<file path="src/rtl/mem_responder.sv">
// Two-port byte-serial memory responder: serves one 32-bit read or write request
// at a time from an instruction port and a data port over an 8-bit synchronous RAM.
module mem_responder #(
  parameter int ADDR_WIDTH = 17
) (
  input  logic                  clk,
  input  logic                  rst,
  input  logic [3:0]            mem_rwe_i,
  input  logic [63:0]           mem_addr_i,
  input  logic [7:0]            mem_sel_i,
  input  logic [63:0]           mem_data_i,
  output logic [63:0]           mem_data_o,
  output logic [1:0]            mem_busy_o,
  output logic [1:0]            mem_done_o,
  output logic                  ram_en_o,
  output logic                  ram_we_o,
  output logic [ADDR_WIDTH-1:0] ram_addr_o,
  output logic [7:0]            ram_wdata_o,
  input  logic [7:0]            ram_rdata_i,
  output logic [1:0]            fsm_state
);

  localparam logic [1:0] S_IDLE  = 2'd0;
  localparam logic [1:0] S_READ  = 2'd1;
  localparam logic [1:0] S_WRITE = 2'd2;
  localparam logic [1:0] S_DONE  = 2'd3;

  logic [1:0]            state;
  logic                  port;
  logic                  last;
  logic [2:0]            cnt;
  logic [ADDR_WIDTH-3:0] word;
  logic [3:0]            sel_q;
  logic [31:0]           wdata_q;
  logic [23:0]           rbuf;

  logic [1:0]  elig;
  logic        pick;
  logic [1:0]  acc_rwe;
  logic [31:0] acc_addr;
  logic [3:0]  acc_sel;
  logic [31:0] acc_data;
  logic [1:0]  nxt;

  // A port whose done is still showing is not eligible; alternate on contention.
  assign elig[0]  = (|mem_rwe_i[1:0]) && !mem_done_o[0];
  assign elig[1]  = (|mem_rwe_i[3:2]) && !mem_done_o[1];
  assign pick     = (elig == 2'b11) ? ~last : elig[1];
  assign acc_rwe  = pick ? mem_rwe_i[3:2]    : mem_rwe_i[1:0];
  assign acc_addr = pick ? mem_addr_i[63:32] : mem_addr_i[31:0];
  assign acc_sel  = pick ? mem_sel_i[7:4]    : mem_sel_i[3:0];
  assign acc_data = pick ? mem_data_i[63:32] : mem_data_i[31:0];
  assign nxt      = cnt[1:0] + 2'd1;
  assign fsm_state = state;

  always_ff @(posedge clk) begin
    if (rst) begin
      state       <= S_IDLE;
      port        <= 1'b0;
      last        <= 1'b1;
      cnt         <= 3'd0;
      word        <= '0;
      sel_q       <= 4'd0;
      wdata_q     <= 32'd0;
      rbuf        <= 24'd0;
      mem_busy_o  <= 2'b00;
      mem_done_o  <= 2'b00;
      mem_data_o  <= 64'd0;
      ram_en_o    <= 1'b0;
      ram_we_o    <= 1'b0;
      ram_addr_o  <= '0;
      ram_wdata_o <= 8'd0;
    end else begin
      case (state)
        S_IDLE: begin
          if (|elig) begin
            port       <= pick;
            last       <= pick;
            word       <= acc_addr[ADDR_WIDTH-1:2];
            sel_q      <= acc_sel;
            wdata_q    <= acc_data;
            cnt        <= 3'd0;
            mem_busy_o <= pick ? 2'b10 : 2'b01;
            ram_addr_o <= {acc_addr[ADDR_WIDTH-1:2], 2'b00};
            // Byte 0 goes out on the acceptance edge so each access is exactly 4 RAM cycles.
            if (acc_rwe[1]) begin
              state       <= S_WRITE;
              ram_en_o    <= acc_sel[0];
              ram_we_o    <= acc_sel[0];
              ram_wdata_o <= acc_data[7:0];
            end else begin
              state    <= S_READ;
              ram_en_o <= 1'b1;
              ram_we_o <= 1'b0;
            end
          end
        end
        S_READ: begin
          cnt <= cnt + 3'd1;
          if (cnt < 3'd3) begin
            ram_addr_o <= {word, nxt};
            ram_en_o   <= 1'b1;
          end else begin
            ram_en_o <= 1'b0;
          end
          // The byte issued in the previous cycle is on ram_rdata_i now.
          case (cnt)
            3'd1: rbuf[7:0]   <= ram_rdata_i;
            3'd2: rbuf[15:8]  <= ram_rdata_i;
            3'd3: rbuf[23:16] <= ram_rdata_i;
            3'd4: begin
              if (port) mem_data_o[63:32] <= {ram_rdata_i, rbuf};
              else      mem_data_o[31:0]  <= {ram_rdata_i, rbuf};
              mem_done_o <= port ? 2'b10 : 2'b01;
              mem_busy_o <= 2'b00;
              state      <= S_DONE;
            end
            default: ;
          endcase
        end
        S_WRITE: begin
          cnt <= cnt + 3'd1;
          if (cnt < 3'd3) begin
            ram_addr_o  <= {word, nxt};
            ram_en_o    <= sel_q[nxt];
            ram_we_o    <= sel_q[nxt];
            ram_wdata_o <= wdata_q[8*nxt +: 8];
          end else begin
            ram_en_o   <= 1'b0;
            ram_we_o   <= 1'b0;
            mem_done_o <= port ? 2'b10 : 2'b01;
            mem_busy_o <= 2'b00;
            state      <= S_DONE;
          end
        end
        default: begin
          mem_done_o <= 2'b00;
          state      <= S_IDLE;
        end
      endcase
    end
  end

endmodule

</file>
<file path="config.mk">
export PLATFORM = sky130hd
export DESIGN_NAME = mem_responder
export DESIGN_NICKNAME = d
export VERILOG_FILES = /design/src/rtl/mem_responder.sv
export SDC_FILE = /design/constraint.sdc
export NUM_CORES = 1
export LEC_CHECK = 0
export ABC_AREA = 1
export CAP_MARGIN = 10
export CORE_MARGIN = 2
export CORE_UTILIZATION = 30
export CTS_CLUSTER_SIZE = 40
export DETAILED_ROUTE_END_ITERATION = 10
export MAX_ROUTING_LAYER = met4
export PLACE_DENSITY_LB_ADDON = 0.1
export SYNTH_ARGS = -nofsm -noshare
export SYNTH_HDL_FRONTEND = slang
export SYNTH_SLANG_ARGS = --single-unit
</file>
<file path="constraint.sdc">
create_clock -name clk -period 4.7 [get_ports clk]
set_input_delay 1.41 -clock clk [delete_from_list [all_inputs] [get_ports clk]]
set_output_delay 1.41 -clock clk [all_outputs]
set_load 0.05 [all_outputs]
</file>
==> results.py <==
metrics = {
    "synthesis": {
        "yosysTopAreaCell": "dfxtp_1",
        "ys_types": 28,
        "netlist_instances": 1123,
        "synth_area_leaders": "dfxtp_1 45%, nand2_1 10%, nor2_1 8.6%, o21ai_0 7.7%, inv_1 5.5%",
        "ys_ff_latch": 177,
        "synth_ff_type": "dfxtp_1",
        "synth_edf_count": 0,
        "synth_common_cells": "212 x nand2_1, 182 x nor2_1, 177 x dfxtp_1",
        "syn_area_um2": 7950,
        "async_flop_share_pct": 0,
        "seq_area_frac_synth_pct": 44.6,
        "yosysWarningCount": 0,
        "syn_avg_cell_area_um2": 7.08,
        "synth_top_area_share_pct": 44.6,
        "synth_fp_nets": 1281,
        "yosysMostFrequentCell": "nand2_1",
    },
    "run": {
        "cap_violations": 0,
    },
    "clock_tree": {
        "cts-resized-gates": 0,
        "ctsLongestPathBuffers": 2,
        "clkSinkCount": 177,
        "cts_setup_buffers": 0,
        "clk_latency_ns": 0.43,
        "htreeDepth": 4,
        "cts_hold_buf": 0,
        "cts_tree": "yes",
        "cts-root-buf": "clkbuf_16",
        "clk_pin_slew_ns": 0.07,
        "numCtsBuffers": 17,
    },
    "global_route": {
        "grt.overflow.total": 0,
        "grt_pass1_vias": 7068,
        "grt_max_degree": 73,
        "grt.total_usage_pct": 17.6,
        "antenna_found_initial": 0,
        "grt_pass1_wl_um": 38000,
    },
    "setup_path": {
        "crit_arrival_ns": 3.51,
        "cp_data_required_time_ns": 5.02,
        "critPathMaxFanout": 55,
        "cpPeakStageDelay_ns": 0.52,
        "crit_top_cell": "nand2_1",
        "cp-startpoint": "mem_rwe_i[1]",
        "r2r_start": "cnt[0]$_SDFFE_PP0P_",
        "path_cells": "clkdlybuf4s50_1 -> inv_2 -> nand2_1 -> nand2_1 -> nand2_1 -> nand2_2 -> inv_2 -> buf_12 -> nand3_1 -> o211ai_1 -> inv_1",
        "critPathKind": "in -> reg",
        "start_kind": "primary input",
        "crit_slowest_cell": "clkdlybuf4s50_1",
        "end_kind": "flop",
    },
    "sta": {
        "clock.fmax_mhz": 314,
        "min_period_over_period_pct": 67.8,
        "slew_viol_final": 0,
        "fin_skew_ns": 0.0134,
        "setup-violations-final": 0,
        "tightest_slew_ns": 0.635,
        "hold_viol_final": 0,
        "setup_tns_ns": 0,
        "worst_slack_ns": 1.51,
        "layout_min_cycle_time_ns": 3.19,
        "rsz0062_at_grt": "false",
        "slew_headroom_pct": 57.5,
        "hold_slack_ns": 0.473,
    },
    "routing": {
        "drc": 0,
        "drt_iter0_drc": 477,
        "routedWlPerCell_um": 14.2,
        "routed_wl_um": 23500,
        "firstDrtPassIters": 5,
        "route.vias.total": 7386,
        "final_antenna_net_count": 0,
        "viasPerCell": 4.48,
    },
    "cells_and_area": {
        "area_growth_pct": 36.0,
        "nets": 1459,
        "post-route-util_pct": 41.5,
        "fillers": 2780,
        "n_antenna_cell": 0,
        "drive_gt1_share_pct": 5.56,
    },
    "status": {
        "status": "complete, no violations",
    },
    "power_and_ir_drop": {
        "pwr-share-comb_pct": 47.0,
        "power_density_nw_per_um2": 599,
        "p_leak_nw": 4.63,
        "switching_share_pct": 45.1,
        "peakVddDrop_mv": 0.412,
        "p_switching_w": 0.00292,
        "power.share.clock_pct": 21.5,
        "power.internal_w": 0.00356,
        "p_seq_share_pct": 31.5,
    },
    "placed_design": {
        "dp_hpwl_um": 16200,
        "place_congestion": 0.785,
        "numPortBuffers": 212,
        "pre_cts_ws_ns": 1.07,
    },
    "floorplanning": {
        "fp-row-count": 59,
        "die_area_um2": 27800,
        "dieWidth_um": 167,
        "die_height_um": 167,
        "core_area_um2": 26100,
        "initial_core_util_pct": 30.5,
        "io_pins": 247,
    },
    "worst_hold_path": {
        "hold_path_class": "reg -> reg",
        "hp-start": "mem_busy_o[0]$_SDFFE_PP0P_",
    },
}
cell usage in the layout (no fill, tap or decap):
cell type / count
nand2_1: 212
clkdlybuf4s50_1: 212
nor2_1: 182
dfxtp_1: 177
o21ai_0: 122
inv_1: 116
a21oi_1: 75
nand3_1: 63
o211ai_1: 27
clkbuf_16: 17
o21ai_1: 16
or2_0: 14
buf_4: 13
nand3_2: 12
nand3b_1: 9
ha_1: 8
inv_8: 6
inv_2: 5
clkinv_1: 3
nand2_2: 3
clkinvlp_4: 3
clkinv_4: 3
nand4_1: 2
nand2_4: 2
clkinv_8: 2
buf_12: 2
nor2_2: 1
nor2_4: 1
o21bai_1: 1
inv_4: 1
or2_2: 1
a21oi_2: 1
or2_1: 1
logic make-up after synthesis:
family | synth area share [%]
adder cells (fa/ha/maj) | 1.26
AND/OR/NAND/NOR | 27.1
AO/OA/AOI/OAI | 16.2
buffers and inverters | 10.9
flip-flops | 44.6
path summary, 6_finish.rpt:
path                                                     to  slack [ns]  cells past startpoint
worst max-delay path                  sel_q[1]$_SDFFE_PP0P_        1.51                     11
worst min register to register   mem_busy_o[0]$_SDFFE_PP0P_        0.47                      2
worst max register to register  mem_data_o[55]$_SDFFE_PP0P_        1.92                     10
worst min-delay path             mem_busy_o[0]$_SDFFE_PP0P_        0.47                      2
final cells by class:
type,count,area [um2],area share [%]
tap,335,419,3.88
multi-input combinational,753,3540,32.7
timing repair buffer,227,2260,20.9
sequential,177,3540,32.8
inverter,125,472,4.36
clock inverter,14,149,1.38
clock buffer,17,425,3.94
metal layers:
metal	share of wire, %	track usage (%)
met5	0	-
met4	0.98	3.90
met3	4.0	3.61
met2	45	27.1
met1	50	23.7
flip-flops by register name, summed over array words and instances (netlist names):
signal and count:
mem_done_o 2, rbuf 24, mem_data_o 64, ram_we_o 1
ram_wdata_o 8, mem_busy_o 2, wdata_q 32, cnt 3
sel_q 4, ram_en_o 1, last 1, word 15
ram_addr_o 17, fsm_state 2, port 1
stage by stage:
stage	cell area [um2]	std cells	total power, W
5_1_grt	10800	1648	0.00702
2_1_floorplan	7950	1123	0.00439
3_3_place_gp	10200	1617	0.00512
4_1_cts	10800	1648	0.00656
3_5_place_dp	10200	1617	0.00513
6_report	10800	1648	0.00648
power groups by stage:
stage	Sequential [W]	Clock (W)	Combinational, W
floorplan	0.00243	0	0.00196
global placement	0.00206	0	0.00306
detailed placement	0.00206	0	0.00307
CTS	0.00204	0.00144	0.00308
global route	0.00208	0.00150	0.00344
finish	0.00204	0.00139	0.00304
worst max-delay path: cells and delay by family:
family                 cells  cell delay [ns]
buffers and inverters      5             1.35
AND/OR/NAND/NOR            5             0.62
AO/OA/AOI/OAI              1             0.11
(Power assumes the default switching activity.)
